**src/rtl/editor_hora_fecha_if.sv**
```systemverilog
// Bus from the push-button editor to the RTC write stage: the BCD values,
// the clock/timer select and the write request/acknowledge pair.
interface editor_hora_fecha_if;
    logic [7:0] clk_seg;
    logic [7:0] clk_min;
    logic [7:0] clk_hora;
    logic [7:0] tim_seg;
    logic [7:0] tim_min;
    logic [7:0] tim_hora;
    logic [7:0] dia;
    logic [7:0] mes;
    logic [7:0] ano;
    logic       ct;
    logic       esc_req;
    logic       listo;

    modport master (
        output clk_seg, clk_min, clk_hora, tim_seg, tim_min, tim_hora,
        output dia, mes, ano, ct, esc_req,
        input  listo
    );

    modport slave (
        input  clk_seg, clk_min, clk_hora, tim_seg, tim_min, tim_hora,
        input  dia, mes, ano, ct, esc_req,
        output listo
    );
endinterface

```
**src/rtl/editor_hora_fecha.sv**
```systemverilog
// Push-button editor: turns button edges into BCD clock/timer/date values and
// issues a write request that is held until the write stage answers or times out.
//
// state    | meaning
// EDITAR   | buttons edit the group chosen by modo; guardar starts a write
// SOLICITA | raise esc_req, clear the timeout counter
// ESPERA   | hold esc_req until listo or timeout; values frozen
module editor_hora_fecha #(
    parameter int T_ESPERA = 1000,
    parameter int ANCHO_T  = 10
) (
    input  logic       clk,
    input  logic       reset,
    input  logic       btn_arriba,
    input  logic       btn_abajo,
    input  logic       btn_izq,
    input  logic       btn_der,
    input  logic       btn_guardar,
    input  logic [1:0] modo,
    output logic [1:0] campo,
    output logic       error,
    editor_hora_fecha_if.master bus
);
    typedef enum logic [1:0] {EDITAR, SOLICITA, ESPERA} estado_t;

    estado_t      estado, estado_n;
    logic [4:0]   btn_prev;
    logic [4:0]   accion;
    logic [1:0]   modo_prev;
    logic         modo_cambio;
    logic [ANCHO_T-1:0] cnt, cnt_n;
    logic [1:0]   campo_n;
    logic         ct_n, req_n, err_n;
    logic [7:0]   cs, cm, ch, ts, tm, th, di, me, an;
    logic [7:0]   cs_n, cm_n, ch_n, ts_n, tm_n, th_n, di_n, me_n, an_n;
    logic         sube, editar;

    // BCD step inside [lo, hi] with wrap at both ends
    function automatic logic [7:0] paso(input logic [7:0] v, input logic [7:0] lo,
                                        input logic [7:0] hi, input logic up);
        if (up) begin
            if (v >= hi)               paso = lo;
            else if (v[3:0] == 4'd9)   paso = {v[7:4] + 4'd1, 4'd0};
            else                       paso = {v[7:4], v[3:0] + 4'd1};
        end else begin
            if (v <= lo)               paso = hi;
            else if (v[3:0] == 4'd0)   paso = {v[7:4] - 4'd1, 4'd9};
            else                       paso = {v[7:4], v[3:0] - 4'd1};
        end
    endfunction

    // A BCD year is divisible by 4 depending only on units digit and tens parity
    function automatic logic [7:0] dias_max(input logic [7:0] m, input logic [3:0] a_uni,
                                            input logic a_dec_impar);
        logic bisiesto;
        bisiesto = ((a_uni == 4'd0 || a_uni == 4'd4 || a_uni == 4'd8) && !a_dec_impar) ||
                   ((a_uni == 4'd2 || a_uni == 4'd6) && a_dec_impar);
        case (m)
            8'h04, 8'h06, 8'h09, 8'h11: dias_max = 8'h30;
            8'h02:                      dias_max = bisiesto ? 8'h29 : 8'h28;
            default:                    dias_max = 8'h31;
        endcase
    endfunction

    function automatic logic [7:0] recorta(input logic [7:0] d, input logic [7:0] mx);
        recorta = (d > mx) ? mx : d;
    endfunction

    assign accion      = {btn_guardar, btn_der, btn_izq, btn_abajo, btn_arriba} & ~btn_prev;
    assign modo_cambio = (modo != modo_prev);
    assign sube        = accion[0];
    assign editar      = (estado == EDITAR) && !modo_cambio;

    always_ff @(posedge clk or posedge reset) begin
        if (reset) begin
            estado    <= EDITAR;
            btn_prev  <= '0;
            modo_prev <= 2'b00;
            cnt       <= '0;
            campo     <= 2'd0;
            bus.ct    <= 1'b0;
            bus.esc_req <= 1'b0;
            error     <= 1'b0;
            cs <= 8'h00; cm <= 8'h00; ch <= 8'h00;
            ts <= 8'h00; tm <= 8'h00; th <= 8'h00;
            di <= 8'h01; me <= 8'h01; an <= 8'h00;
        end else begin
            estado    <= estado_n;
            btn_prev  <= {btn_guardar, btn_der, btn_izq, btn_abajo, btn_arriba};
            modo_prev <= modo;
            cnt       <= cnt_n;
            campo     <= campo_n;
            bus.ct    <= ct_n;
            bus.esc_req <= req_n;
            error     <= err_n;
            cs <= cs_n; cm <= cm_n; ch <= ch_n;
            ts <= ts_n; tm <= tm_n; th <= th_n;
            di <= di_n; me <= me_n; an <= an_n;
        end
    end

    always_comb begin
        estado_n = estado;
        cnt_n    = cnt;
        campo_n  = campo;
        ct_n     = bus.ct;
        req_n    = bus.esc_req;
        err_n    = error;
        cs_n = cs; cm_n = cm; ch_n = ch;
        ts_n = ts; tm_n = tm; th_n = th;
        di_n = di; me_n = me; an_n = an;

        case (estado)
            EDITAR: begin
                if (editar) begin
                    // Field edit uses the cursor as it was before any move this cycle
                    if (accion[0] ^ accion[1]) begin
                        case (modo)
                            2'b00: case (campo)
                                2'd0:    cs_n = paso(cs, 8'h00, 8'h59, sube);
                                2'd1:    cm_n = paso(cm, 8'h00, 8'h59, sube);
                                2'd2:    ch_n = paso(ch, 8'h00, 8'h23, sube);
                                default: ;
                            endcase
                            2'b10: case (campo)
                                2'd0:    ts_n = paso(ts, 8'h00, 8'h59, sube);
                                2'd1:    tm_n = paso(tm, 8'h00, 8'h59, sube);
                                2'd2:    th_n = paso(th, 8'h00, 8'h23, sube);
                                default: ;
                            endcase
                            2'b01: case (campo)
                                2'd0: di_n = paso(di, 8'h01, dias_max(me, an[3:0], an[4]), sube);
                                2'd1: begin
                                    me_n = paso(me, 8'h01, 8'h12, sube);
                                    di_n = recorta(di, dias_max(me_n, an[3:0], an[4]));
                                end
                                2'd2: begin
                                    an_n = paso(an, 8'h00, 8'h99, sube);
                                    di_n = recorta(di, dias_max(me, an_n[3:0], an_n[4]));
                                end
                                default: ;
                            endcase
                            default: ;
                        endcase
                    end
                    if (accion[2] && !accion[3])
                        campo_n = (campo == 2'd0) ? 2'd2 : campo - 2'd1;
                    else if (accion[3] && !accion[2])
                        campo_n = (campo >= 2'd2) ? 2'd0 : campo + 2'd1;
                    if (accion[4] && modo != 2'b11) begin
                        estado_n = SOLICITA;
                        ct_n     = (modo == 2'b10);
                        err_n    = 1'b0;
                    end
                end
            end
            SOLICITA: begin
                req_n    = 1'b1;
                cnt_n    = '0;
                estado_n = ESPERA;
            end
            ESPERA: begin
                if (bus.listo) begin
                    req_n    = 1'b0;
                    estado_n = EDITAR;
                end else if (cnt == ANCHO_T'(T_ESPERA - 1)) begin
                    req_n    = 1'b0;
                    err_n    = 1'b1;
                    estado_n = EDITAR;
                end else begin
                    cnt_n = cnt + ANCHO_T'(1);
                end
            end
            default: estado_n = EDITAR;
        endcase

        if (modo_cambio) campo_n = 2'd0;
    end

    assign bus.clk_seg  = cs;
    assign bus.clk_min  = cm;
    assign bus.clk_hora = ch;
    assign bus.tim_seg  = ts;
    assign bus.tim_min  = tm;
    assign bus.tim_hora = th;
    assign bus.dia      = di;
    assign bus.mes      = me;
    assign bus.ano      = an;
endmodule

```
**src/flat_wrapper.sv**
```systemverilog
// flat-port wrapper written by rule: the top's interface ports become plain ports
module editor_hora_fecha_flat 
#(
    parameter int T_ESPERA = 1000,
    parameter int ANCHO_T  = 10
)
  (clk, reset, btn_arriba, btn_abajo, btn_izq, btn_der, btn_guardar, modo, campo, error, bus_clk_seg, bus_clk_min, bus_clk_hora, bus_tim_seg, bus_tim_min, bus_tim_hora, bus_dia, bus_mes, bus_ano, bus_ct, bus_esc_req, bus_listo);
  editor_hora_fecha_if bus_i ();
  input  logic clk;
  input  logic reset;
  input  logic btn_arriba;
  input  logic btn_abajo;
  input  logic btn_izq;
  input  logic btn_der;
  input  logic btn_guardar;
  input  logic [1:0] modo;
  output logic [1:0] campo;
  output logic error;
  output wire logic [$bits(bus_i.clk_seg)-1:0] bus_clk_seg;
  output wire logic [$bits(bus_i.clk_min)-1:0] bus_clk_min;
  output wire logic [$bits(bus_i.clk_hora)-1:0] bus_clk_hora;
  output wire logic [$bits(bus_i.tim_seg)-1:0] bus_tim_seg;
  output wire logic [$bits(bus_i.tim_min)-1:0] bus_tim_min;
  output wire logic [$bits(bus_i.tim_hora)-1:0] bus_tim_hora;
  output wire logic [$bits(bus_i.dia)-1:0] bus_dia;
  output wire logic [$bits(bus_i.mes)-1:0] bus_mes;
  output wire logic [$bits(bus_i.ano)-1:0] bus_ano;
  output wire logic [$bits(bus_i.ct)-1:0] bus_ct;
  output wire logic [$bits(bus_i.esc_req)-1:0] bus_esc_req;
  input wire logic [$bits(bus_i.listo)-1:0] bus_listo;
  assign bus_clk_seg = bus_i.clk_seg;
  assign bus_clk_min = bus_i.clk_min;
  assign bus_clk_hora = bus_i.clk_hora;
  assign bus_tim_seg = bus_i.tim_seg;
  assign bus_tim_min = bus_i.tim_min;
  assign bus_tim_hora = bus_i.tim_hora;
  assign bus_dia = bus_i.dia;
  assign bus_mes = bus_i.mes;
  assign bus_ano = bus_i.ano;
  assign bus_ct = bus_i.ct;
  assign bus_esc_req = bus_i.esc_req;
  assign bus_i.listo = bus_listo;
  editor_hora_fecha #(.T_ESPERA(T_ESPERA), .ANCHO_T(ANCHO_T)) u_core (.clk(clk), .reset(reset), .btn_arriba(btn_arriba), .btn_abajo(btn_abajo), .btn_izq(btn_izq), .btn_der(btn_der), .btn_guardar(btn_guardar), .modo(modo), .campo(campo), .error(error), .bus(bus_i));
endmodule
```
**config.mk**
```make
export PLATFORM = sky130hd
export DESIGN_NAME = editor_hora_fecha_flat
export DESIGN_NICKNAME = d
export VERILOG_FILES = /design/src/rtl/editor_hora_fecha_if.sv /design/src/rtl/editor_hora_fecha.sv /design/src/flat_wrapper.sv
export SDC_FILE = /design/constraint.sdc
export NUM_CORES = 1
export LEC_CHECK = 0
export CAP_MARGIN = 5
export CORE_AREA = 2 2 163 165
export DETAILED_ROUTE_END_ITERATION = 10
export DIE_AREA = 0 0 165 167
export DONT_BUFFER_PORTS = 1
export HOLD_SLACK_MARGIN = 0.1
export PLACE_DENSITY = 0.49
export SYNTH_ARGS = -nofsm -noshare
export SYNTH_HDL_FRONTEND = slang
export SYNTH_SLANG_ARGS = --single-unit
```
**constraint.sdc**
```tcl
create_clock -name clk -period 8.7 [get_ports clk]
set_input_delay 2.175 -clock clk [delete_from_list [all_inputs] [get_ports clk]]
set_output_delay 2.175 -clock clk [all_outputs]
set_load 0.02 [all_outputs]
```
### Word-level counts from Yosys, hierarchy flattened

Index checks and enable logic that the tools add are counted.

| cells by class | value |
|---|---|
| bitwise gates (word level) | 3 |
| $lt $le $gt $ge | 21 |
| multiplexer cells | 101 |
| eq/ne operators | 54 |
| add/subtract/negate cells | 39 |
| reductions and logical operators | 71 |

Operator list:

| kind | count |
|---|---|
| 8-bit two-way mux | 72 |
| 4-bit by 1-bit adder with 4-bit output (second input constant) | 18 |
| 8-bit by 1-bit less-or-equal comparator with 1-bit output (second input constant) | 9 |
| 4-bit by 1-bit subtractor with 4-bit output (second input constant) | 18 |
| 7-bit AND reduction | 8 |
| 8-bit case mux with 2 select lines | 3 |
| 5-bit AND reduction | 9 |
| 4-bit == test (second input constant) | 11 |
| 4-bit logical NOT | 10 |
| 8-bit by 3-bit == test with 1-bit output (second input constant) | 4 |
| 8-bit by 7-bit >= comparator with 1-bit output (second input constant) | 4 |
| 8-bit case mux with 3 select lines | 1 |
| 3-bit nonzero test | 8 |
| 2-bit two-way mux | 11 |
| 10-bit two-way mux | 2 |
| 10-bit case mux with 2 select lines | 1 |
| 3-bit != test (second input constant) | 6 |
| 4-bit by 3-bit == test with 1-bit output (second input constant) | 4 |
| 8-bit by 2-bit == test with 1-bit output (second input constant) | 2 |
| 8-bit by 4-bit == test with 1-bit output (second input constant) | 2 |
| 8-bit by 5-bit == test with 1-bit output (second input constant) | 2 |
| 8-bit by 6-bit >= comparator with 1-bit output (second input constant) | 2 |
| 8-bit > comparator | 2 |
| 3-bit AND reduction | 4 |
| 33 further kinds | 76 |

| storage, ports and cells | value |
|---|---|
| logic and storage cells | 314 |
| bits in registers | 96 |

### Depth between registers and ports, before layout

Gate-level depths: netlist (run 1).

| logic depth | value |
|---|---|
| depth after elaboration | 24 |
| mapped depth | 19 |
| gate-level depth less buffers | 17 |

### Least setup slack after synthesis (run 1)

No wires, ideal clock.

| path | value |
|---|---|
| path kind | in2reg |
| start | in btn_arriba |
| end | reg u_core.di[6] (netlist: u_core.bus.dia[6]) |
| library setup time | 0.122 ns |
| path buffers | 2 |
| arrival | 5.211 ns |
| slack | 3.368 ns |
| data required time | 8.578 ns |
| stages on the path | 16 |
| cells stage by stage | and2b_1 buf_2 nand4_1 a21oi_1 nor2_1 a221o_1 a221oi_1 nor2_1 ha_1 nor4b_1 o21bai_1 a31oi_1 a31o_1 or4b_1 clkbuf_1 a32o_1 |

| between the ends | value |
|---|---|
| longest elaborated chain between the ends | 22 |
| elaborated cells between the ends (all ways) | 54 |
| those cells by class | order compare: 2; eq/ne: 13; mux: 27; bitwise: 2; reduce/logical: 10 |

RTL lines:

| element | line | text |
|---|---|---|
| start, declared | flat_wrapper.sv:11 | `input logic btn_arriba;` |
| 5-bit bitwise AND * | editor_hora_fecha.sv:69 | `assign accion = {btn_guardar, btn_der, btn_izq, btn_abajo, btn_arriba} & ~btn_prev;` |
| 8-bit two-way mux | editor_hora_fecha.sv:41 | `if (up) begin` |
| 8-bit two-way mux | editor_hora_fecha.sv:131 | `2'b01: case (campo)` |
| 8-bit two-way mux | editor_hora_fecha.sv:118 | `case (modo)` |
| 8-bit two-way mux | editor_hora_fecha.sv:117 | `if (accion[0] ^ accion[1]) begin` |
| 8-bit two-way mux | editor_hora_fecha.sv:115 | `if (editar) begin` |
| 8-bit two-way mux | editor_hora_fecha.sv:113 | `case (estado)` |
| 4-bit by 3-bit == test with 1-bit output / 4-bit logical NOT (equally long branches) | editor_hora_fecha.sv:56 | `bisiesto = ((a_uni == 4'd0 \|\| a_uni == 4'd4 \|\| a_uni == 4'd8) && !a_dec_impar) \|\|` |
| (+6 left out) | n/a |  |
| 8-bit two-way mux | editor_hora_fecha.sv:131 |  |
| 8-bit two-way mux | editor_hora_fecha.sv:118 |  |
| 8-bit two-way mux | editor_hora_fecha.sv:117 |  |
| 8-bit two-way mux | editor_hora_fecha.sv:115 |  |
| 8-bit two-way mux | editor_hora_fecha.sv:113 |  |
| 8-bit > comparator | editor_hora_fecha.sv:66 | `recorta = (d > mx) ? mx : d;` |
| 2-bit by 1-bit != test with 1-bit output (no source line) | n/a |  |
| 9-bit AND reduction (no source line) | n/a |  |
| end signal, assigned | editor_hora_fecha.sv:98 | `di <= di_n; me <= me_n; an <= an_n;` |
| end, declared | editor_hora_fecha.sv:34 | `logic [7:0] cs, cm, ch, ts, tm, th, di, me, an;` |

Mark *: on every way between the ends. The rest lies on a longest branch, timed or not. The select of a mux whose other input is x is not followed.
A chain may end at the register's enable or synchronous reset.

### Worst setup path after layout (run 1)

Same ends and word-level chain as after synthesis.

==> results.cfg, run 1 <==
[setup_path]
worstPathArrival_ns = 5.79
startpoint_type = input port
critical-path-slowest-cell = or4b_1
setup.worst_path.end_class = flop
cpLargestDelayFamily = simple AND/OR/NAND/NOR gates
cp.buffers_inverters = 0
path_cells = nand2b_2 -> nand3_1 -> a21oi_1 -> nor2_1 -> a221o_1 -> a221oi_1 -> nor2_1 -> ha_1 -> nor4b_1 -> o21bai_1 -> a31oi_1 -> a31o_1 -> or4b_1 -> a32o_1
timing.reg2reg.setup_slack_ns = 4.36
critical_path_class = in2reg
critical-path-top-cell-by-count = nor2_1
worst_ep_required_time_ns = 8.95
crit_fanout = 36
highest_cell_delay_on_the_worst_timing_path_ns = 0.62

[floorplanning]
die_boundary_height_um = 167
io-pin-count = 87
design.die.area_um2 = 27600
die_width_um = 165
initial_core_utilization_pct = 29.8
row_count = 59
core_um2 = 25800

[synthesis]
postSynthNetCount = 1018
yosysSeqAreaShare_pct = 31.3
asyncSetResetFlopFracSynth_pct = 100
synth_ff_type = dfrtp_1
postSynthCellCount = 950
synth_cell_types = 86
syn-cell-area_um2 = 7680
synth.yosys.warnings = 0
synthesis.area_per_instance_um2 = 8.08
synth-seq-cells = 96
synth_edf_count = 0

[global_routing]
grt_pass1_vias = 6623
grt_start_max_net_pins = 51
grt_remaining_overflow = 0
grtUsageTotal_pct = 15.5
antenna_found_initial = 0
wire_length_of_the_first_global_routing_pass_um = 35000

[status]
outcome = finished, final reports clean

[clock_tree]
cts_buffer_depth = 2
clk_pin_slew_worst_paths_ns = 0.08
cts-buffers-inserted = 9
clock_tree.root_cell = clkbuf_16
cts-hold-fix-buffers = 0
clock_latency_reported_for_the_late_side_of_the_worst_skew_pair_ns = 0.36
h-tree-depth = 3
post_cts.repair.setup_buffers = 0
postCtsResizedCells = 0
tritoncts = built
cts.sinks = 96

[sta]
worst_slack_ns = 3.16
report.final.slew_viol_count = 0
setup_violations = 0
worst_pin_slew_ns = 0.853
clock_skew_ns = 0.0129
rsz0062_at_grt = false
timing_hold_violations_final = 0
max-slew-margin-rel_pct = 43.2
timing.final.crit_share_pct = 63.6
maxClockFrequency_ghz = 0.181
tns_ns = 0
post-route-min-period_ns = 5.54
final.hold.worst_slack_ns = 0.537

[detailed_routing]
remaining_drc_errors = 0
detail_route.iter0.violations = 472
vias = 6935
detail-route-antenna-nets = 0
wl_um = 20900
routed_via_density = 5.51
post_drt_wl_per_cell_um = 16.6
detailedRoute.firstPassIterationCount = 7

[min_path]
hp-class = reg2reg

[flow_run]
max_cap_violations = 0

[finish]
n_antenna_cell = 0
post-route-cell-area_um2 = 8220
layout-drive-gt1-share_pct = 6.06
area_growth_syn_to_layout_pct = 7.01
finalNetCount = 987
layout.core_utilization_pct = 31.9

[placement]
portBuffers = 0
routabilityCongestion = 0.829
place_worst_setup_slack_ns = 2.78
cell_area_placed_um2 = 7930
hpwlAfterDp_um = 14800

[power_and_ir_drop]
power_report.internal_total_mw = 0.903
pwr-share-comb_pct = 29.0
leakage_nw = 3.33
p_sw_mw = 0.683
power.clock.fraction_pct = 25.3
swShare_pct = 43.1
power.ir.vdd_worst_mv = 0.116
pwr-share-seq_pct = 45.6
power_density_nw_per_um2 = 193
[layer usage]
layer | vias up | wire length [µm] | GRT usage, %
li1 | 3457 | - | -
met1 | 3287 | 9870 | 21.2
met2 | 172 | 9460 | 24.3
met3 | 19 | 1240 | 3.66
met4 | 0 | 325 | 4.31
met5 | - | 0 | 0
[power by group through the flow]
stage / Combinational, mW / Sequential, mW / Clock, mW
3_3_place_gp: 0.459 / 0.735 / 0
3_5_place_dp: 0.458 / 0.734 / 0
6_report: 0.460 / 0.723 / 0.402
2_1_floorplan: 0.410 / 0.657 / 0
4_1_cts: 0.462 / 0.725 / 0.425
5_1_grt: 0.534 / 0.745 / 0.439
[synth_stat cells, drive strengths merged (6+ instances only)]
| cell | instances | area, µm² |
|---|---|---|
| nor2b | 20 | 125 |
| xnor2 | 8 | 70.1 |
| o22ai | 12 | 75.1 |
| inv | 56 | 210 |
| a21oi | 74 | 370 |
| nor4 | 12 | 103 |
| clkbuf | 27 | 101 |
| nand2b | 9 | 56.3 |
| o22a | 6 | 52.6 |
| a221oi | 6 | 52.6 |
| ha | 58 | 726 |
| nand4 | 14 | 100 |
| buf | 19 | 104 |
| nand3 | 32 | 160 |
| mux2i | 6 | 60.1 |
| or3 | 12 | 75.1 |
| xor2 | 6 | 52.6 |
| and2 | 7 | 43.8 |
| o21ai | 83 | 415 |
| nand2 | 92 | 348 |
| o211ai | 6 | 45.0 |
| a21o | 9 | 67.6 |
| o31ai | 20 | 155 |
| nor2 | 80 | 308 |
| a211oi | 22 | 180 |
| nor3 | 34 | 180 |
| a32oi | 6 | 52.6 |
| a31oi | 21 | 131 |
| and3 | 11 | 68.8 |
| dfrtp | 94 | 2350 |
[through the flow]
stage          total power, mW  instances
6_report                  1.59       1259
5_1_grt                   1.72       1259
4_1_cts                   1.61       1259
3_5_place_dp              1.19       1243
3_3_place_gp              1.19       1243
2_1_floorplan             1.07        950
[kinds of logic after synthesis]
family	share of synthesized area, %
AOI/OAI and AO/OA	26.5
adders and majority gates	9.45
DFF	31.3
muxes	1.52
buffers and inverters	5.41
xor gates and xnor gates	1.60
and+or+nand+nor	24.2
[sequential cells by signal, summed over array words and instances (netlist names), 8 cells and up]
register / flops
u_core.bus.clk_min: 8
u_core.bus.clk_hora: 8
u_core.bus.mes: 8
u_core.bus.tim_seg: 8
u_core.bus.ano: 8
u_core.bus.clk_seg: 8
u_core.cnt: 10
u_core.bus.tim_min: 8
u_core.bus.tim_hora: 8
u_core.bus.dia: 8
[path summary, 6_finish.rpt]
check,cells after the start,from,end
worst max register to register,14,u_core.bus.mes[4]$_DFFE_PP0P_,u_core.bus.dia[6]$_DFFE_PP0P_
worst max-delay path,14,btn_arriba,u_core.bus.dia[6]$_DFFE_PP0P_
max in group asynchronous,2,reset,u_core.bus.ano[0]$_DFFE_PP0P_
min in group asynchronous,1,reset,u_core.bus.clk_hora[4]$_DFFE_PP0P_
worst min-delay path,1,u_core.estado[0]$_DFFE_PP0P_,u_core.estado[0]$_DFFE_PP0P_
worst min register to register,1,u_core.estado[0]$_DFFE_PP0P_,u_core.estado[0]$_DFFE_PP0P_
[cell usage in the layout (no fill, tap or decap), drive strengths merged, types with 4 or more instances in the layout]
cell,n
nor3b,5
o22ai,12
a311oi,4
o21ai,83
o211ai,6
a32oi,6
a21oi,74
or2,4
a21o,9
nand4,14
a211oi,22
nand2,92
nor2b,20
mux2i,6
clkinv,4
a22oi,5
and3,11
o21a,4
inv,59
a221oi,6
dfrtp,94
o22a,6
mux2,5
xor2,6
xnor2,8
and2,7
or3,12
o31ai,20
or4,5
a211o,4
ha,58
nor3,34
nand2b,9
clkbuf,9
nor4,12
a31o,5
nor2,80
buf,4
a31oi,21
nand3,32
[area by class of cell]
cell class,count,area (µm²)
tap,335,419
multi-input combinational,752,4860
fill,2720,17500
inverter,56,213
clock inverter,7,62.6
sequential,96,2400
clock buffer,9,225
timing repair buffer,4,30.0
(Power assumes the default switching activity.)
==> run 2: changes to the inputs <==
--- a/config.mk
+++ b/config.mk
@@ -11,7 +11,7 @@
 export DIE_AREA = 0 0 165 167
 export DONT_BUFFER_PORTS = 1
 export HOLD_SLACK_MARGIN = 0.1
-export PLACE_DENSITY = 0.49
+export PLACE_DENSITY = 0.51
 export SYNTH_ARGS = -nofsm -noshare
 export SYNTH_HDL_FRONTEND = slang
 export SYNTH_SLANG_ARGS = --single-unit
==> constraint.sdc (replaced) <==
create_clock -name clk -period 4.55 [get_ports clk]
set_input_delay 1.1375 -clock clk [delete_from_list [all_inputs] [get_ports clk]]
set_output_delay 1.1375 -clock clk [all_outputs]
set_load 0.02 [all_outputs]
==> results.cfg, run 2 (same netlist as run 1, synthesis figures left out) <==
[sta]
final.hold.worst_slack_ns = 0.571
timing_hold_violations_final = 0
worst_pin_slew_ns = 0.736
report.final.slew_viol_count = 0
setup_violations = 0
tns_ns = 0
post-route-min-period_ns = 4.15
worst_slack_ns = 0.403
rsz0062_at_grt = false
max-slew-margin-rel_pct = 50.8
clock_skew_ns = 0.00766
maxClockFrequency_ghz = 0.241
timing.final.crit_share_pct = 91.1

[setup_path]
critical_path.reg2reg.startpoint = u_core.bus.ano[4]$_DFFE_PP0P_
critical_path_class = reg2reg
setup.worst_path.end_class = flop
crit_fanout = 8
timing.critical_path.from = u_core.bus.ano[4]$_DFFE_PP0P_
worst_ep_required_time_ns = 4.82
worstPathArrival_ns = 4.41
startpoint_type = flop

[clock_tree]
tritoncts = built
postCtsResizedCells = 0
cts.sinks = 96
clk_pin_slew_worst_paths_ns = 0.08
clock_latency_reported_for_the_late_side_of_the_worst_skew_pair_ns = 0.36
cts-buffers-inserted = 9
clock_tree.root_cell = clkbuf_16
cts-hold-fix-buffers = 0
h-tree-depth = 3
post_cts.repair.setup_buffers = 0
cts_buffer_depth = 2

[floorplanning]
die_boundary_height_um = 167
design.die.area_um2 = 27600
row_count = 59
initial_core_utilization_pct = 29.8
die_width_um = 165
core_um2 = 25800
io-pin-count = 87

[finish]
multiInputGateArea_um2 = 4860
layout.core_utilization_pct = 32.8
layout.cells.non_filler = 1287
largest_register_ffs = 10
register_with_the_most_flip_flops = u_core.cnt
n_antenna_cell = 0
post-route-cell-area_um2 = 8450
layout-drive-gt1-share_pct = 8.82
num-fill-cells = 2672
regArea_um2 = 2400
area_growth_syn_to_layout_pct = 9.99
finalNetCount = 1015
mostFrequentLayoutCell = dfrtp_1
layout_common_cells = dfrtp_1 (94), nand2_1 (91), nor2_1 (79), a21oi_1 (74), o21ai_0 (64)

[power_and_ir_drop]
power.ir.vdd_worst_mv = 0.206
power_density_nw_per_um2 = 365
p_total_mw = 3.08
leakage_nw = 3.48

[min_path]
timing.hold.worst.start = u_core.estado[0]$_DFFE_PP0P_
hp-class = reg2reg

[detailed_routing]
wl_um = 21300
routed_via_density = 5.49
detailedRoute.firstPassIterationCount = 8
detail_route.iter0.violations = 579
remaining_drc_errors = 0
post_drt_wl_per_cell_um = 16.6
vias = 7064
detail-route-antenna-nets = 0

[placement]
place_worst_setup_slack_ns = 0.147
post-place-cells = 1271
cell_area_placed_um2 = 8150
routabilityCongestion = 0.860
hpwlAfterDp_um = 15300
portBuffers = 0

[global_routing]
grt_remaining_overflow = 0
grt_pass1_vias = 6733
grtUsageTotal_pct = 15.5
wire_length_of_the_first_global_routing_pass_um = 34900
grt_start_max_net_pins = 97
antenna_found_initial = 0

[flow_run]
max_cap_violations = 0

[status]
outcome = finished, final reports clean
run 2: cell types whose count changed in the layout (fill, tap and decap cells not counted):
| cell | before | now |
|---|---|---|
| buf_12 | 0 | 1 |
| buf_4 | 4 | 31 |
| clkbuf_8 | 0 | 1 |
| clkinv_2 | 1 | 0 |
| clkinv_4 | 3 | 1 |
| inv_6 | 1 | 4 |
| inv_8 | 2 | 1 |
run 2: power breakdown:
group	leakage (nW)	internal (mW)	total (mW)	switching, mW
clock	0.146	0.400	0.798	0.398
sequential	1.21	0.974	1.37	0.392
combinational	2.12	0.385	0.917	0.532
total	3.48	1.76	3.08	1.32
run 2: metal layers:
| metal | share of wire (%) | wire (µm) | global-route usage (%) |
|---|---|---|---|
| met1 | 49 | 10400 | 21.3 |
| met2 | 43 | 9250 | 24.0 |
| met3 | 5.7 | 1210 | 3.29 |
| met4 | 2.2 | 471 | 5.52 |
| met5 | 0 | 0 | 0 |
run 2: worst paths after layout:
| check | end | slack [ns] | depth (start not counted) |
|---|---|---|---|
| setup / recovery | u_core.bus.dia[4]$_DFFE_PP0P_ | 0.40 | 16 |
| hold / removal | u_core.estado[0]$_DFFE_PP0P_ | 0.57 | 1 |
| setup reg to reg | u_core.bus.dia[4]$_DFFE_PP0P_ | 0.40 | 16 |
| hold reg to reg | u_core.estado[0]$_DFFE_PP0P_ | 0.57 | 1 |
| max in group asynchronous | u_core.bus.ano[5]$_DFFE_PP0P_ | 3.35 | 2 |
| min in group asynchronous | u_core.bus.clk_hora[7]$_DFFE_PP0P_ | 0.77 | 2 |
run 2: worst max-delay path, stage by stage, from the launching register on:
cell      delay (ns)
dfrtp_1         0.48
inv_1           0.11
ha_1            0.22
or3b_1          0.36
nand4_1         0.16
nand2_1         0.09
mux2i_1         0.13
a221o_1         0.37
a221oi_1        0.31
nor2_1          0.07
ha_1            0.17
nor4b_1         0.13
o21bai_1        0.18
a31oi_1         0.11
a31o_1          0.25
or4b_1          0.62
o31ai_1         0.27
run 2: area by class of cell:
type                    instances  area share [%]
clock inverters                 6           0.652
repair buffers                 32            2.99
inverters                      56            2.52
multi-input cells             752            57.6
well taps                     335            4.96
flip-flops and latches         96            28.5
clock buffers                  10            2.83
